**src/rtl/branch_resolve_queue_pkg.sv**
```systemverilog
// Shared types and constants for the branch resolve queue.
package brq_pkg;

    localparam int unsigned BRQ_PC_W        = 32;
    localparam int unsigned BRQ_INSTR_BYTES = 4;

    typedef struct packed {
        logic [BRQ_PC_W-1:0] pc;
        logic                pred;
    } brq_entry_t;

endpackage

```
**src/rtl/branch_resolve_queue_if.sv**
```systemverilog
// Fetch/execute/predictor-facing signal bundle of the branch resolve queue.
interface branch_resolve_queue_if #(
    parameter int unsigned DEPTH = 4,
    parameter int unsigned PC_W  = 32
);
    localparam int unsigned CNT_W = $clog2(DEPTH) + 1;

    logic             push_vld;
    logic [PC_W-1:0]  push_pc;
    logic             push_pred;
    logic             push_rdy;
    logic             ex_vld;
    logic             ex_taken;
    logic [PC_W-1:0]  ex_target;
    logic             flush_in;
    logic             upd_vld;
    logic [PC_W-1:0]  upd_pc;
    logic             upd_taken;
    logic             mispredict;
    logic [PC_W-1:0]  redirect_pc;
    logic [CNT_W-1:0] count;
    logic             err;

    modport master (
        output push_vld, push_pc, push_pred, ex_vld, ex_taken, ex_target, flush_in,
        input  push_rdy, upd_vld, upd_pc, upd_taken, mispredict, redirect_pc, count, err
    );

    modport slave (
        input  push_vld, push_pc, push_pred, ex_vld, ex_taken, ex_target, flush_in,
        output push_rdy, upd_vld, upd_pc, upd_taken, mispredict, redirect_pc, count, err
    );

endinterface

```
**src/rtl/branch_resolve_queue_fifo.sv**
```systemverilog
// Circular storage for in-flight predicted branches: pointers, occupancy, clear.
module brq_fifo
    import brq_pkg::*;
#(
    parameter int unsigned DEPTH = 4
) (
    input  logic                       clk,
    input  logic                       rst_n,
    input  logic                       push,
    input  logic                       pop,
    input  logic                       clear,
    input  brq_entry_t                 wr_data,
    output brq_entry_t                 rd_data,
    output logic [$clog2(DEPTH):0]     count,
    output logic                       full,
    output logic                       empty
);

    localparam int unsigned PTR_W = $clog2(DEPTH);
    localparam int unsigned CNT_W = $clog2(DEPTH) + 1;

    brq_entry_t       mem_q [DEPTH];
    brq_entry_t       mem_d [DEPTH];
    logic [PTR_W-1:0] wr_ptr_q, wr_ptr_d;
    logic [PTR_W-1:0] rd_ptr_q, rd_ptr_d;
    logic [CNT_W-1:0] count_q,  count_d;

    // Clear wins over push/pop; stored data is left stale since count gates it.
    always_comb begin
        mem_d    = mem_q;
        wr_ptr_d = wr_ptr_q;
        rd_ptr_d = rd_ptr_q;
        count_d  = count_q;
        if (clear) begin
            wr_ptr_d = '0;
            rd_ptr_d = '0;
            count_d  = '0;
        end else begin
            if (push) begin
                mem_d[wr_ptr_q] = wr_data;
                wr_ptr_d        = PTR_W'(wr_ptr_q + PTR_W'(1));
            end
            if (pop) begin
                rd_ptr_d = PTR_W'(rd_ptr_q + PTR_W'(1));
            end
            case ({push, pop})
                2'b10:   count_d = CNT_W'(count_q + CNT_W'(1));
                2'b01:   count_d = CNT_W'(count_q - CNT_W'(1));
                default: count_d = count_q;
            endcase
        end
    end

    always_ff @(posedge clk or negedge rst_n) begin
        if (!rst_n) begin
            for (int i = 0; i < int'(DEPTH); i++) begin
                mem_q[i] <= '0;
            end
            wr_ptr_q <= '0;
            rd_ptr_q <= '0;
            count_q  <= '0;
        end else begin
            mem_q    <= mem_d;
            wr_ptr_q <= wr_ptr_d;
            rd_ptr_q <= rd_ptr_d;
            count_q  <= count_d;
        end
    end

    assign rd_data = mem_q[rd_ptr_q];
    assign count   = count_q;
    assign full    = (count_q == CNT_W'(DEPTH));
    assign empty   = (count_q == '0);

endmodule

```
**src/rtl/branch_resolve_queue.sv**
```systemverilog
// Branch resolve queue: records fetch predictions, resolves them against execute,
// emits predictor training updates and mispredict redirects. BRQ_STATS_EN adds counters.
module branch_resolve_queue
    import brq_pkg::*;
#(
    parameter int unsigned DEPTH = 4,
    parameter int unsigned PC_W  = BRQ_PC_W
) (
    input  logic                   clk,
    input  logic                   rst_n,
    branch_resolve_queue_if.slave  brq
`ifdef BRQ_STATS_EN
    ,
    output logic [31:0]            stat_branches,
    output logic [31:0]            stat_mispred
`endif
);

    localparam int unsigned CNT_W = $clog2(DEPTH) + 1;

    brq_entry_t       head;
    brq_entry_t       wr_entry;
    logic [CNT_W-1:0] fifo_count;
    logic             fifo_full;
    logic             fifo_empty;

    logic             pop_c;
    logic             mis_c;
    logic             push_c;
    logic             clear_c;
    logic             err_set_c;
    logic [PC_W-1:0]  head_pc_c;
    logic [PC_W-1:0]  redirect_c;

    logic             upd_vld_q,     upd_vld_d;
    logic [PC_W-1:0]  upd_pc_q,      upd_pc_d;
    logic             upd_taken_q,   upd_taken_d;
    logic             mispredict_q,  mispredict_d;
    logic [PC_W-1:0]  redirect_pc_q, redirect_pc_d;
    logic             err_q,         err_d;

    // Resolve decisions; flush suppresses every other event.
    always_comb begin
        pop_c      = brq.ex_vld & ~fifo_empty & ~brq.flush_in;
        mis_c      = pop_c & (brq.ex_taken != head.pred);
        push_c     = brq.push_vld & ~fifo_full & ~brq.flush_in & ~mis_c;
        clear_c    = brq.flush_in | mis_c;
        err_set_c  = brq.ex_vld & fifo_empty & ~brq.flush_in;
        head_pc_c  = PC_W'(head.pc);
        redirect_c = brq.ex_taken ? brq.ex_target
                                  : PC_W'(head_pc_c + PC_W'(BRQ_INSTR_BYTES));
    end

    assign wr_entry.pc   = BRQ_PC_W'(brq.push_pc);
    assign wr_entry.pred = brq.push_pred;

    brq_fifo #(
        .DEPTH (DEPTH)
    ) u_fifo (
        .clk     (clk),
        .rst_n   (rst_n),
        .push    (push_c),
        .pop     (pop_c),
        .clear   (clear_c),
        .wr_data (wr_entry),
        .rd_data (head),
        .count   (fifo_count),
        .full    (fifo_full),
        .empty   (fifo_empty)
    );

    // Output registers: pulses are rebuilt every cycle, data fields hold until next event.
    always_comb begin
        upd_vld_d     = pop_c;
        upd_pc_d      = upd_pc_q;
        upd_taken_d   = upd_taken_q;
        mispredict_d  = mis_c;
        redirect_pc_d = redirect_pc_q;
        err_d         = err_q | err_set_c;
        if (pop_c) begin
            upd_pc_d    = head_pc_c;
            upd_taken_d = brq.ex_taken;
        end
        if (mis_c) begin
            redirect_pc_d = redirect_c;
        end
    end

    always_ff @(posedge clk or negedge rst_n) begin
        if (!rst_n) begin
            upd_vld_q     <= 1'b0;
            upd_pc_q      <= '0;
            upd_taken_q   <= 1'b0;
            mispredict_q  <= 1'b0;
            redirect_pc_q <= '0;
            err_q         <= 1'b0;
        end else begin
            upd_vld_q     <= upd_vld_d;
            upd_pc_q      <= upd_pc_d;
            upd_taken_q   <= upd_taken_d;
            mispredict_q  <= mispredict_d;
            redirect_pc_q <= redirect_pc_d;
            err_q         <= err_d;
        end
    end

    assign brq.push_rdy    = ~fifo_full;
    assign brq.count       = fifo_count;
    assign brq.upd_vld     = upd_vld_q;
    assign brq.upd_pc      = upd_pc_q;
    assign brq.upd_taken   = upd_taken_q;
    assign brq.mispredict  = mispredict_q;
    assign brq.redirect_pc = redirect_pc_q;
    assign brq.err         = err_q;

`ifdef BRQ_STATS_EN
    logic [31:0] stat_branches_q, stat_branches_d;
    logic [31:0] stat_mispred_q,  stat_mispred_d;

    // Wrapping event counters, untouched by flush.
    always_comb begin
        stat_branches_d = stat_branches_q;
        stat_mispred_d  = stat_mispred_q;
        if (pop_c) begin
            stat_branches_d = 32'(stat_branches_q + 32'd1);
        end
        if (mis_c) begin
            stat_mispred_d = 32'(stat_mispred_q + 32'd1);
        end
    end

    always_ff @(posedge clk or negedge rst_n) begin
        if (!rst_n) begin
            stat_branches_q <= '0;
            stat_mispred_q  <= '0;
        end else begin
            stat_branches_q <= stat_branches_d;
            stat_mispred_q  <= stat_mispred_d;
        end
    end

    assign stat_branches = stat_branches_q;
    assign stat_mispred  = stat_mispred_q;
`endif

endmodule
```
**src/flat_wrapper.sv**
```systemverilog
// flat-port wrapper written by rule: the top's interface ports become plain ports
module branch_resolve_queue_flat import brq_pkg::*;
#(
    parameter int unsigned DEPTH = 4,
    parameter int unsigned PC_W  = BRQ_PC_W
)
  (clk, rst_n, brq_push_vld, brq_push_pc, brq_push_pred, brq_ex_vld, brq_ex_taken, brq_ex_target, brq_flush_in, brq_push_rdy, brq_upd_vld, brq_upd_pc, brq_upd_taken, brq_mispredict, brq_redirect_pc, brq_count, brq_err);
  branch_resolve_queue_if #(.DEPTH(DEPTH), .PC_W(PC_W)) brq_i ();
  input  logic clk;
  input  logic rst_n;
  input wire logic [$bits(brq_i.push_vld)-1:0] brq_push_vld;
  input wire logic [$bits(brq_i.push_pc)-1:0] brq_push_pc;
  input wire logic [$bits(brq_i.push_pred)-1:0] brq_push_pred;
  input wire logic [$bits(brq_i.ex_vld)-1:0] brq_ex_vld;
  input wire logic [$bits(brq_i.ex_taken)-1:0] brq_ex_taken;
  input wire logic [$bits(brq_i.ex_target)-1:0] brq_ex_target;
  input wire logic [$bits(brq_i.flush_in)-1:0] brq_flush_in;
  output wire logic [$bits(brq_i.push_rdy)-1:0] brq_push_rdy;
  output wire logic [$bits(brq_i.upd_vld)-1:0] brq_upd_vld;
  output wire logic [$bits(brq_i.upd_pc)-1:0] brq_upd_pc;
  output wire logic [$bits(brq_i.upd_taken)-1:0] brq_upd_taken;
  output wire logic [$bits(brq_i.mispredict)-1:0] brq_mispredict;
  output wire logic [$bits(brq_i.redirect_pc)-1:0] brq_redirect_pc;
  output wire logic [$bits(brq_i.count)-1:0] brq_count;
  output wire logic [$bits(brq_i.err)-1:0] brq_err;
  assign brq_i.push_vld = brq_push_vld;
  assign brq_i.push_pc = brq_push_pc;
  assign brq_i.push_pred = brq_push_pred;
  assign brq_i.ex_vld = brq_ex_vld;
  assign brq_i.ex_taken = brq_ex_taken;
  assign brq_i.ex_target = brq_ex_target;
  assign brq_i.flush_in = brq_flush_in;
  assign brq_push_rdy = brq_i.push_rdy;
  assign brq_upd_vld = brq_i.upd_vld;
  assign brq_upd_pc = brq_i.upd_pc;
  assign brq_upd_taken = brq_i.upd_taken;
  assign brq_mispredict = brq_i.mispredict;
  assign brq_redirect_pc = brq_i.redirect_pc;
  assign brq_count = brq_i.count;
  assign brq_err = brq_i.err;
  branch_resolve_queue #(.DEPTH(DEPTH), .PC_W(PC_W)) u_core (.clk(clk), .rst_n(rst_n), .brq(brq_i));
endmodule
```
**config.mk**
```make
export PLATFORM = sky130hd
export DESIGN_NAME = branch_resolve_queue_flat
export DESIGN_NICKNAME = d
export VERILOG_FILES = /design/src/rtl/branch_resolve_queue_pkg.sv /design/src/rtl/branch_resolve_queue_if.sv /design/src/rtl/branch_resolve_queue_fifo.sv /design/src/rtl/branch_resolve_queue.sv /design/src/flat_wrapper.sv
export SDC_FILE = /design/constraint.sdc
export NUM_CORES = 1
export LEC_CHECK = 0
export CAP_MARGIN = 20
export CORE_AREA = 2 2 142 130
export DETAILED_ROUTE_END_ITERATION = 6
export DIE_AREA = 0 0 144 132
export PLACE_DENSITY = 0.83
export SYNTH_ARGS = -nofsm -noshare
export SYNTH_HDL_FRONTEND = slang
export SYNTH_SLANG_ARGS = --single-unit
```
**constraint.sdc**
```tcl
create_clock -name clk -period 8.8 [get_ports clk]
set_input_delay 0.88 -clock clk [delete_from_list [all_inputs] [get_ports clk]]
set_output_delay 0.88 -clock clk [all_outputs]
set_load 0.05 [all_outputs]
```
==> impl_results.html <==
<table>
<tr><th>Metric</th><th>Value</th></tr>
<tr><th colspan="2">Setup path</th></tr>
<tr><td>Slowest cell on crit path</td><td>sky130_fd_sc_hd__clkdlybuf4s50_1</td></tr>
<tr><td>Buffer and inverter count on the worst path</td><td>6</td></tr>
<tr><td>Critical path's top delay family</td><td>buffers and inverters</td></tr>
<tr><td>Critical setup path kind</td><td>primary input to flop</td></tr>
<tr><td>Maximum single-stage delay on the critical path</td><td>0.71 ns</td></tr>
<tr><td>Series of cell instances along the critical path</td><td>clkdlybuf4s50_1 -&gt; nor2b_1 -&gt; nand2_1 -&gt; buf_4 -&gt; clkinv_1 -&gt; buf_4 -&gt; nand2_4 -&gt; inv_6 -&gt; nor3_4 -&gt; inv_1 -&gt; ha_1 -&gt; fa_1 -&gt; xnor2_1 -&gt; nor2_1 -&gt; xnor2_1 -&gt; nor3_1</td></tr>
<tr><td>Capturing element type of the critical path</td><td>flop</td></tr>
<tr><td>Worst-case reg-to-reg path depth</td><td>15</td></tr>
<tr><td>Signal arrival time at the worst endpoint</td><td>4.84 ns</td></tr>
<tr><td>Worst Setup SP</td><td>brq_flush_in</td></tr>
<tr><td>Kind of launch point of the worst setup path</td><td>primary input</td></tr>
<tr><td>Setup slack of the most critical reg-to-reg path</td><td>4.69 ns</td></tr>
<tr><td>Reg-to-reg critical path startpoint</td><td>u_core.u_fifo.count[1]</td></tr>
<tr><td>Largest fanout on the critical path</td><td>39</td></tr>
<tr><td>Reg-to-Reg End</td><td>u_core.u_fifo.count[2]</td></tr>
<tr><td>Data required time of the worst path</td><td>9.19 ns</td></tr>
<tr><th colspan="2">Power and ir drop</th></tr>
<tr><td>Largest voltage drop on the vdd net</td><td>0.000171 V</td></tr>
<tr><td>Lkg Pwr</td><td>0.00542 uW</td></tr>
<tr><td>Sw Pwr</td><td>1570 uW</td></tr>
<tr><td>Cell-internal power</td><td>2610 uW</td></tr>
<tr><td>Sequential Power Share</td><td>36.4%</td></tr>
<tr><td>Net switching share of the total power</td><td>37.6%</td></tr>
<tr><td>Combinational share of power</td><td>40.8%</td></tr>
<tr><td>Share of power burned in the clock network</td><td>22.8%</td></tr>
<tr><td>Ratio of total power to cell area</td><td>340 nW/um2</td></tr>
<tr><th colspan="2">Final layout</th></tr>
<tr><td>Final Net Count</td><td>957</td></tr>
<tr><td>Ratio of cells with drive above 1 in the final layout</td><td>23.3%</td></tr>
<tr><td>Ant. Diodes</td><td>0</td></tr>
<tr><td>Most common cell after layout, fill and taps aside</td><td>sky130_fd_sc_hd__dfrtp_1</td></tr>
<tr><td>Area grow syn2layout</td><td>20.9%</td></tr>
<tr><td>Final core occ</td><td>70.4%</td></tr>
<tr><td>Leading cell types in the layout, fill and taps excluded</td><td>sky130_fd_sc_hd__dfrtp_1 (206), sky130_fd_sc_hd__clkdlybuf4s50_1 (141), sky130_fd_sc_hd__nand2_1 (121), sky130_fd_sc_hd__mux2_4 (120), sky130_fd_sc_hd__nor2_1 (31)</td></tr>
<tr><th colspan="2">CTS</th></tr>
<tr><td>Post-CTS setup buffers</td><td>0</td></tr>
<tr><td>Hold_buf cts</td><td>0</td></tr>
<tr><td>H-tree levels</td><td>1</td></tr>
<tr><td>Post-cts repair resize count</td><td>0</td></tr>
<tr><td>Total clock buffers created by CTS</td><td>22</td></tr>
<tr><td>Number of clock sinks</td><td>207</td></tr>
<tr><td>Clock insertion delay at the later pin of the skew report</td><td>0.51 ns</td></tr>
<tr><td>Max Buffers Root-to-Sink</td><td>3</td></tr>
<tr><td>Root buffer cell</td><td>sky130_fd_sc_hd__clkbuf_16</td></tr>
<tr><td>Clock edge transition at the registers on the reported setup and hold paths</td><td>0.06 ns</td></tr>
<tr><td>TritonCTS clock tree</td><td>done</td></tr>
<tr><th colspan="2">Routing</th></tr>
<tr><td>Routed Wire Length</td><td>24300 um</td></tr>
<tr><td>Remaining DRCs</td><td>0</td></tr>
<tr><td>DRT Pass-1 Iters</td><td>5</td></tr>
<tr><td>Vias per cell</td><td>5.86</td></tr>
<tr><td>Post-route ant nets</td><td>0</td></tr>
<tr><td>Routed len/inst</td><td>21.4 um</td></tr>
<tr><td>Violation count after the first detailed-route iteration</td><td>598</td></tr>
<tr><td>Via total after detailed routing</td><td>6645</td></tr>
<tr><th colspan="2">STA</th></tr>
<tr><td>Number of slew-limit violations in the final report</td><td>0</td></tr>
<tr><td>Worst rel slew slack</td><td>32.4%</td></tr>
<tr><td>Number of hold violations in the final report</td><td>0</td></tr>
<tr><td>Final sum of negative setup slack</td><td>0 ns</td></tr>
<tr><td>Largest clock skew in the final design</td><td>0.0319 ns</td></tr>
<tr><td>Hold_ws</td><td>0.478 ns</td></tr>
<tr><td>Count of final setup violators</td><td>0</td></tr>
<tr><td>Fmax achieved</td><td>0.225 GHz</td></tr>
<tr><td>Final Cycle Share</td><td>50.5%</td></tr>
<tr><td>Transition time at the pin with the least slew margin</td><td>1.01 ns</td></tr>
<tr><td>Minimum clock period after layout</td><td>4.45 ns</td></tr>
<tr><td>Setup repair after global routing missed its margin</td><td>false</td></tr>
<tr><th colspan="2">Worst hold path</th></tr>
<tr><td>Source of the worst hold timing path</td><td>u_core.brq.redirect_pc[2]</td></tr>
<tr><td>Worst Hold Path Cells</td><td>2</td></tr>
<tr><td>Hold crit path type</td><td>flop to flop</td></tr>
<tr><td>Endpoint of the worst hold-timing path</td><td>u_core.brq.redirect_pc[2]</td></tr>
<tr><th colspan="2">GRT</th></tr>
<tr><td>Number of antenna violations at the first check in global routing</td><td>1</td></tr>
<tr><td>Via count of the first global-routing pass</td><td>6826</td></tr>
<tr><td>First-pass GRT wire length</td><td>38600 um</td></tr>
<tr><td>Combined global-route utilization of all metal layers</td><td>25.9%</td></tr>
<tr><td>Largest net degree at the start of global routing</td><td>129</td></tr>
<tr><td>Total global routing overflow</td><td>0</td></tr>
<tr><th colspan="2">Floorplanning</th></tr>
<tr><td>Initial Utilization</td><td>58.3%</td></tr>
<tr><td>Core Region</td><td>17400 um2</td></tr>
<tr><td>Number of core rows</td><td>46</td></tr>
<tr><td>Total die area</td><td>19000 um2</td></tr>
<tr><td>Vert. Die Dim</td><td>132 um</td></tr>
<tr><td>Die X</td><td>144 um</td></tr>
<tr><td>Number of top-level pins</td><td>143</td></tr>
<tr><th colspan="2">Yosys</th></tr>
<tr><td>Number of nets in the synthesized netlist</td><td>832</td></tr>
<tr><td>Cell accounting for the most synthesized area</td><td>sky130_fd_sc_hd__dfrtp_1</td></tr>
<tr><td>Number of enable-type register cells in the synthesized netlist</td><td>0</td></tr>
<tr><td>Compound-gate portion of the synthesized area</td><td>4.04%</td></tr>
<tr><td>Per-instance average area after synthesis</td><td>13.5 um2</td></tr>
<tr><td>Yosys warning total</td><td>0</td></tr>
<tr><td>Leading cell types by total area after synthesis</td><td>sky130_fd_sc_hd__dfrtp_1 (51%), sky130_fd_sc_hd__mux2_4 (18%), sky130_fd_sc_hd__mux4_2 (4.7%), sky130_fd_sc_hd__nand2_1 (4.5%), sky130_fd_sc_hd__mux4_1 (2.8%)</td></tr>
<tr><td>Portion of netlist area occupied by mux cells</td><td>27.3%</td></tr>
<tr><td>Area share of the largest cell type after synthesis</td><td>51.0%</td></tr>
<tr><td>Adder-cell share of the synthesized area</td><td>0.936%</td></tr>
<tr><td>Number of instances in the synthesized netlist</td><td>754</td></tr>
<tr><td>Synth unique cells</td><td>50</td></tr>
<tr><td>Predominant post-synthesis flop cell</td><td>sky130_fd_sc_hd__dfrtp_1</td></tr>
<tr><td>Xor/xnor cell area share of the yosys netlist</td><td>3.12%</td></tr>
<tr><td>Share of flip-flops with an asynchronous set or reset</td><td>100%</td></tr>
<tr><td>Flops &amp; latches, synth</td><td>207</td></tr>
<tr><td>Dominant combinational cell family by area after synthesis</td><td>multiplexers</td></tr>
<tr><td>Proportion of synthesized chip area in sequential cells</td><td>51.0%</td></tr>
<tr><td>Simple-Gate Fraction of Synth Area</td><td>9.36%</td></tr>
<tr><td>Post-synthesis cell area</td><td>10200 um2</td></tr>
<tr><th colspan="2">Place</th></tr>
<tr><td>Final HPWL from detailed placement</td><td>15000 um</td></tr>
<tr><td>Count of input and output buffers</td><td>142</td></tr>
<tr><td>Final GP Congestion</td><td>0.797</td></tr>
<tr><th colspan="2">Status</th></tr>
<tr><td>Status</td><td>finished clean</td></tr>
<tr><th colspan="2">Run</th></tr>
<tr><td>Maximum capacitance violations</td><td>0</td></tr>
</table>
cell type report:
type / count / area [um2]
flip-flops and latches: 207 / 5180
fillers: 1120 / 5160
multi-input cells: 491 / 4540
repair buffers: 148 / 1470
clock buffers: 32 / 629
well taps: 240 / 300
clock inverters: 7 / 116
inverters: 9 / 38.8
cells in the mapped netlist (all sizes together), types with 2 or more instances:
| master | n |
|---|---|
| dfrtp | 207 |
| mux2 | 133 |
| nand2 | 122 |
| mux4 | 32 |
| nor2 | 31 |
| buf | 29 |
| xor2 | 23 |
| o21ai | 22 |
| a21oi | 21 |
| clkbuf | 18 |
| nand3 | 18 |
| o22ai | 14 |
| xnor2 | 11 |
| nor3 | 10 |
| nand4 | 8 |
| and3 | 7 |
| inv | 7 |
| ha | 6 |
| mux2i | 6 |
| o221ai | 5 |
| a22oi | 4 |
| and2 | 4 |
| a31oi | 2 |
| clkinv | 2 |
| nor4 | 2 |
per-layer routing:
layer,part of all wire [%],vias to the layer above,track usage [%]
li1,-,2917,-
met2,47,338,40.4
met3,7.9,50,4.79
met4,2.1,2,6.92
met1,43,3338,37.8
met5,0.054,-,0
flip-flops by register name (all words and copies together) (netlist names):
| name | flops |
|---|---|
| u_core.brq.upd_pc | 32 |
| u_core.brq.redirect_pc | 32 |
| u_core.brq.mispredict | 1 |
| u_core.u_fifo.wr_ptr_q | 2 |
| u_core.brq.upd_taken | 1 |
| u_core.u_fifo.count | 3 |
| u_core.u_fifo.mem_q | 132 |
| u_core.u_fifo.rd_ptr_q | 2 |
| u_core.brq.err | 1 |
| u_core.brq.upd_vld | 1 |
through the flow:
| stage | cells | power (uW) | instance area, um2 | worst slack [ns] |
|---|---|---|---|---|
| 2_1_floorplan | 754 | 2660 | 10200 | 5.69 |
| 3_3_place_gp | 1095 | 3140 | 11500 | 4.15 |
| 3_5_place_dp | 1095 | 3190 | 11500 | 4.03 |
| 4_1_cts | 1134 | 4180 | 12300 | 4.41 |
| 5_1_grt | 1134 | 4360 | 12300 | 4.11 |
| 6_report | 1134 | 4180 | 12300 | 4.35 |
how the worst max path moves through the flow:
stage	endpoint	slack, ns	cells after the start
floorplan	u_core.u_fifo.count[2]	5.69	13
finish	u_core.u_fifo.count[2]	4.35	16
global route	u_core.u_fifo.count[2]	4.11	16
global placement	u_core.u_fifo.count[2]	4.15	14
detailed placement	u_core.u_fifo.count[2]	4.03	14
CTS	u_core.u_fifo.count[2]	4.41	16
worst register-to-register path, delay by kind of cell, from the launching register on:
| family | cells | cell delay [ns] |
|---|---|---|
| adders and majority gates | 2 | 0.63 |
| buffers and inverters | 5 | 1.11 |
| xor gates and xnor gates | 2 | 0.32 |
| DFF | 1 | 0.45 |
| and+or+nand+nor | 6 | 1.49 |
kinds of logic after synthesis:
| logic type | Yosys count |
|---|---|
| AND/OR/NAND/NOR | 209 |
| flip-flops | 207 |
| multiplexers | 171 |
| AO/OA/AOI/OAI | 70 |
| buffers and inverters | 56 |
| XOR/XNOR | 34 |
| adder cells (fa/ha/maj) | 7 |
power groups by stage:
stage | registers (uW) | logic (uW) | clock network [uW]
after floorplan | 1950 | 702 | 0
after global placement | 1490 | 1650 | 0
after detailed placement | 1510 | 1680 | 0
after CTS | 1510 | 1700 | 967
after global routing | 1550 | 1790 | 1010
final | 1520 | 1700 | 954
No activity file was read; power rests on OpenSTA's default activity.
==> patch, RTL diff (same flow settings) <==
`DEPTH` is set to 4 in 4 places; all go to 2.
--- a/src/rtl/branch_resolve_queue_if.sv
+++ b/src/rtl/branch_resolve_queue_if.sv
@@ -2,3 +2,3 @@
 interface branch_resolve_queue_if #(
-    parameter int unsigned DEPTH = 4,
+    parameter int unsigned DEPTH = 2,
     parameter int unsigned PC_W  = 32
--- a/src/rtl/branch_resolve_queue_fifo.sv
+++ b/src/rtl/branch_resolve_queue_fifo.sv
@@ -4,3 +4,3 @@
 #(
-    parameter int unsigned DEPTH = 4
+    parameter int unsigned DEPTH = 2
 ) (
--- a/src/rtl/branch_resolve_queue.sv
+++ b/src/rtl/branch_resolve_queue.sv
@@ -5,3 +5,3 @@
 #(
-    parameter int unsigned DEPTH = 4,
+    parameter int unsigned DEPTH = 2,
     parameter int unsigned PC_W  = BRQ_PC_W
--- a/src/flat_wrapper.sv
+++ b/src/flat_wrapper.sv
@@ -3,3 +3,3 @@
 #(
-    parameter int unsigned DEPTH = 4,
+    parameter int unsigned DEPTH = 2,
     parameter int unsigned PC_W  = BRQ_PC_W
Ports: changed (resized brq_count); port bits go from 143 to 142. No check against the original RTL was run, so the function may have changed too.
==> patch against the original RTL <==
- routed wire length shrank 28%
- global-route usage shrank 7.4 points
- clock skew shrank 0.024 ns
- critical endpoint is now u_core.brq.redirect_pc[31]
- sequential cell count shrank 69
- area after synthesis shrank 36%
- setup slack gained 0.83 ns
- design area shrank 29%
- total power shrank 22%
==> patch: results (changes against the original RTL) <==
- The share of cells above drive strength 1 came to 0.164 (-0.0685).
- The critical-path maximum fanout was 65 (+67%).
- The yosys synthesis warning count came to 0 (unchanged).
- The last weighted congestion value of the routability-driven placer is 0.852 (+6.9%).
- The register with the most flip-flops in the final layout is u_core.u_fifo.mem_q.
- The overall track demand over capacity in global routing is 0.185 (-0.0735).
- The arrival time of data at the critical path endpoint is 3.89 ns (-0.95 ns).
- The number of gates resized after cts is 0 (unchanged).
- The count of buffers from port buffering is 141 (-0.70%).
- The tree is rooted in a clkbuf_16.
- The buffers inserted during post-CTS setup optimization is 0 (unchanged).
- The critical path's slowest cell is a222oi_1.
- The part of the Yosys area used for sequential elements is 0.532 (+0.0219).
- The count of nets after finishing was 792 (-17%).
- The number of flip-flops in the largest register was 66 (-50%).
- The later-pin clock latency in the skew report is 0.42 ns (-0.09 ns).
- The placed wire-length estimate after detailed placement was 12100 um (-20%).
- The deepest level of the CTS H-tree is 4 (+3).
- The maximum buffer depth of the clock tree is 2 (-1).
- The pin count of the biggest net entering global routing is 81 (-37%).
- By area the synthesized netlist is led by dfrtp_1 (53%), mux2_2 (12%), mux2i_1 (4.8%).
- The first-pass GRT wire length is 27300 um (-29%).
- The clock-pin slew on the worst setup and hold paths was 0.06 ns (about the same).
- The number of optimization iterations in the first detailed-route pass is 7 (+2).
- The delay of the slowest cell on the worst path was 0.78 ns (+0.07 ns).
- By count the netlist is led by dfrtp_1 (138), mux2_2 (71), nor2_1 (59).
- The run finished with clean final reports.
- The final routed wire length divided by cell count is 18.0 um (-16%).
- The most repeated cell in the gate-level netlist after synthesis is dfrtp_1.
- The share of synthesized registers carrying an async set or reset is 1.00 (unchanged).
- The number of distinct library cell variants in the gate-level netlist after synthesis is 46 (-8.0%).
- The detailed-route vias per instance is 5.23 (-11%).
- The via count of the first global-routing pass is 4968 (-27%).
- The transition at the pin with the smallest max-transition slack came to 1.01 ns (-0.00336 ns).
- The kind of path behind the tightest hold check is in2async.
- The maximum resistive drop on vdd is 0.000152 V (-11%).
- The synthesized netlist net count is 660 (-21%).
- The final number of max-transition violations came to 0 (unchanged).
- The leakage power was 0.00344 uW (-36%).
- The initial antenna violation count is 1 (unchanged).
- The final clock skew came to 0.00841 ns (-0.0235 ns).
- The number of buffers inserted during clock tree synthesis is 17 (-23%).
- The number of design-rule violations left by the first detailed-router iteration is 365 (-39%).
patch: changes by cell type after synthesis, sizes merged, moves of 6 or more:
cell / change
buf: -13
nand3b: +6
dfrtp: -69
mux2i: +25
mux4: -32
nand2: -81
o211ai: +7
mux2: -59
a21oi: +31
nor2: +28
patch: layout make-up:
| type | count | area (um^2) |
|---|---|---|
| clock inverter | 10 | 119 |
| tap | 240 | 300 |
| clock buffer | 21 | 470 |
| sequential | 138 | 3450 |
| fill | 1521 | 8720 |
| multi-input combinational | 409 | 2900 |
| inverter | 5 | 18.8 |
| antenna | 1 | 2.50 |
| timing repair buffer | 148 | 1460 |
patch: power by group:
| group | total (uW) | internal, uW | leakage, uW | switching, uW |
|---|---|---|---|---|
| Sequential | 1120 | 911 | 0.00164 | 206 |
| Clock | 706 | 437 | 0.000269 | 269 |
| Combinational | 1450 | 543 | 0.00154 | 911 |
| Total | 3280 | 1890 | 0.00344 | 1390 |
patch: through the flow:
step	setup WS, ns	power (uW)	cell area, um^2	instances
floorplan	5.62	2050	6490	587
global placement	5.04	2530	8130	940
detailed placement	4.99	2570	8130	940
CTS	5.19	3290	8720	971
global route	4.95	3430	8720	971
finish	5.19	3280	8720	972
patch: cells by family (layout without fill, tap and decap cells):
group | count (synthesis) | after routing | synth area share
buf+inv | 40 | 184 | 0.0262
mux | 105 | 105 | 0.176
fa+ha+maj | 2 | 2 | 0.00385
other cells | 0 | 1 | 0
compound gates | 107 | 107 | 0.0973
flops | 138 | 138 | 0.532
xor+xnor | 31 | 31 | 0.0418
simple gates | 164 | 164 | 0.123
patch: per-layer routing:
layer	global-route usage	wire length (um)	share of wire	vias to the layer above
met2	0.284	7960	0.46	164
li1	-	-	-	2368
met4	0.0670	354	0.020	0
met3	0.0490	1060	0.061	25
met1	0.254	8080	0.46	2523
met5	0	0	0	-
patch: worst paths after layout:
kind / from / to / slack, ns / cells after the start
setup / recovery: u_core.u_fifo.rd_ptr_q / u_core.brq.redirect_pc[31] / 5.19 / 7
hold / removal: rst_n / u_core.brq.upd_pc[10] / 0.43 / 1
setup reg to reg: u_core.u_fifo.rd_ptr_q / u_core.brq.redirect_pc[31] / 5.19 / 7
hold reg to reg: u_core.brq.err / u_core.brq.err / 0.47 / 1
max in group asynchronous: rst_n / u_core.u_fifo.rd_ptr_q / 6.91 / 2
min in group clk: u_core.brq.err / u_core.brq.err / 0.47 / 1
patch: critical path, delay by kind of cell (launching register included):
kind / cells / cell delay (ns)
simple gates: 3 / 1.22
compound gates: 2 / 0.89
buf+inv: 1 / 0.61
flops: 1 / 0.41
xor+xnor: 1 / 0.28
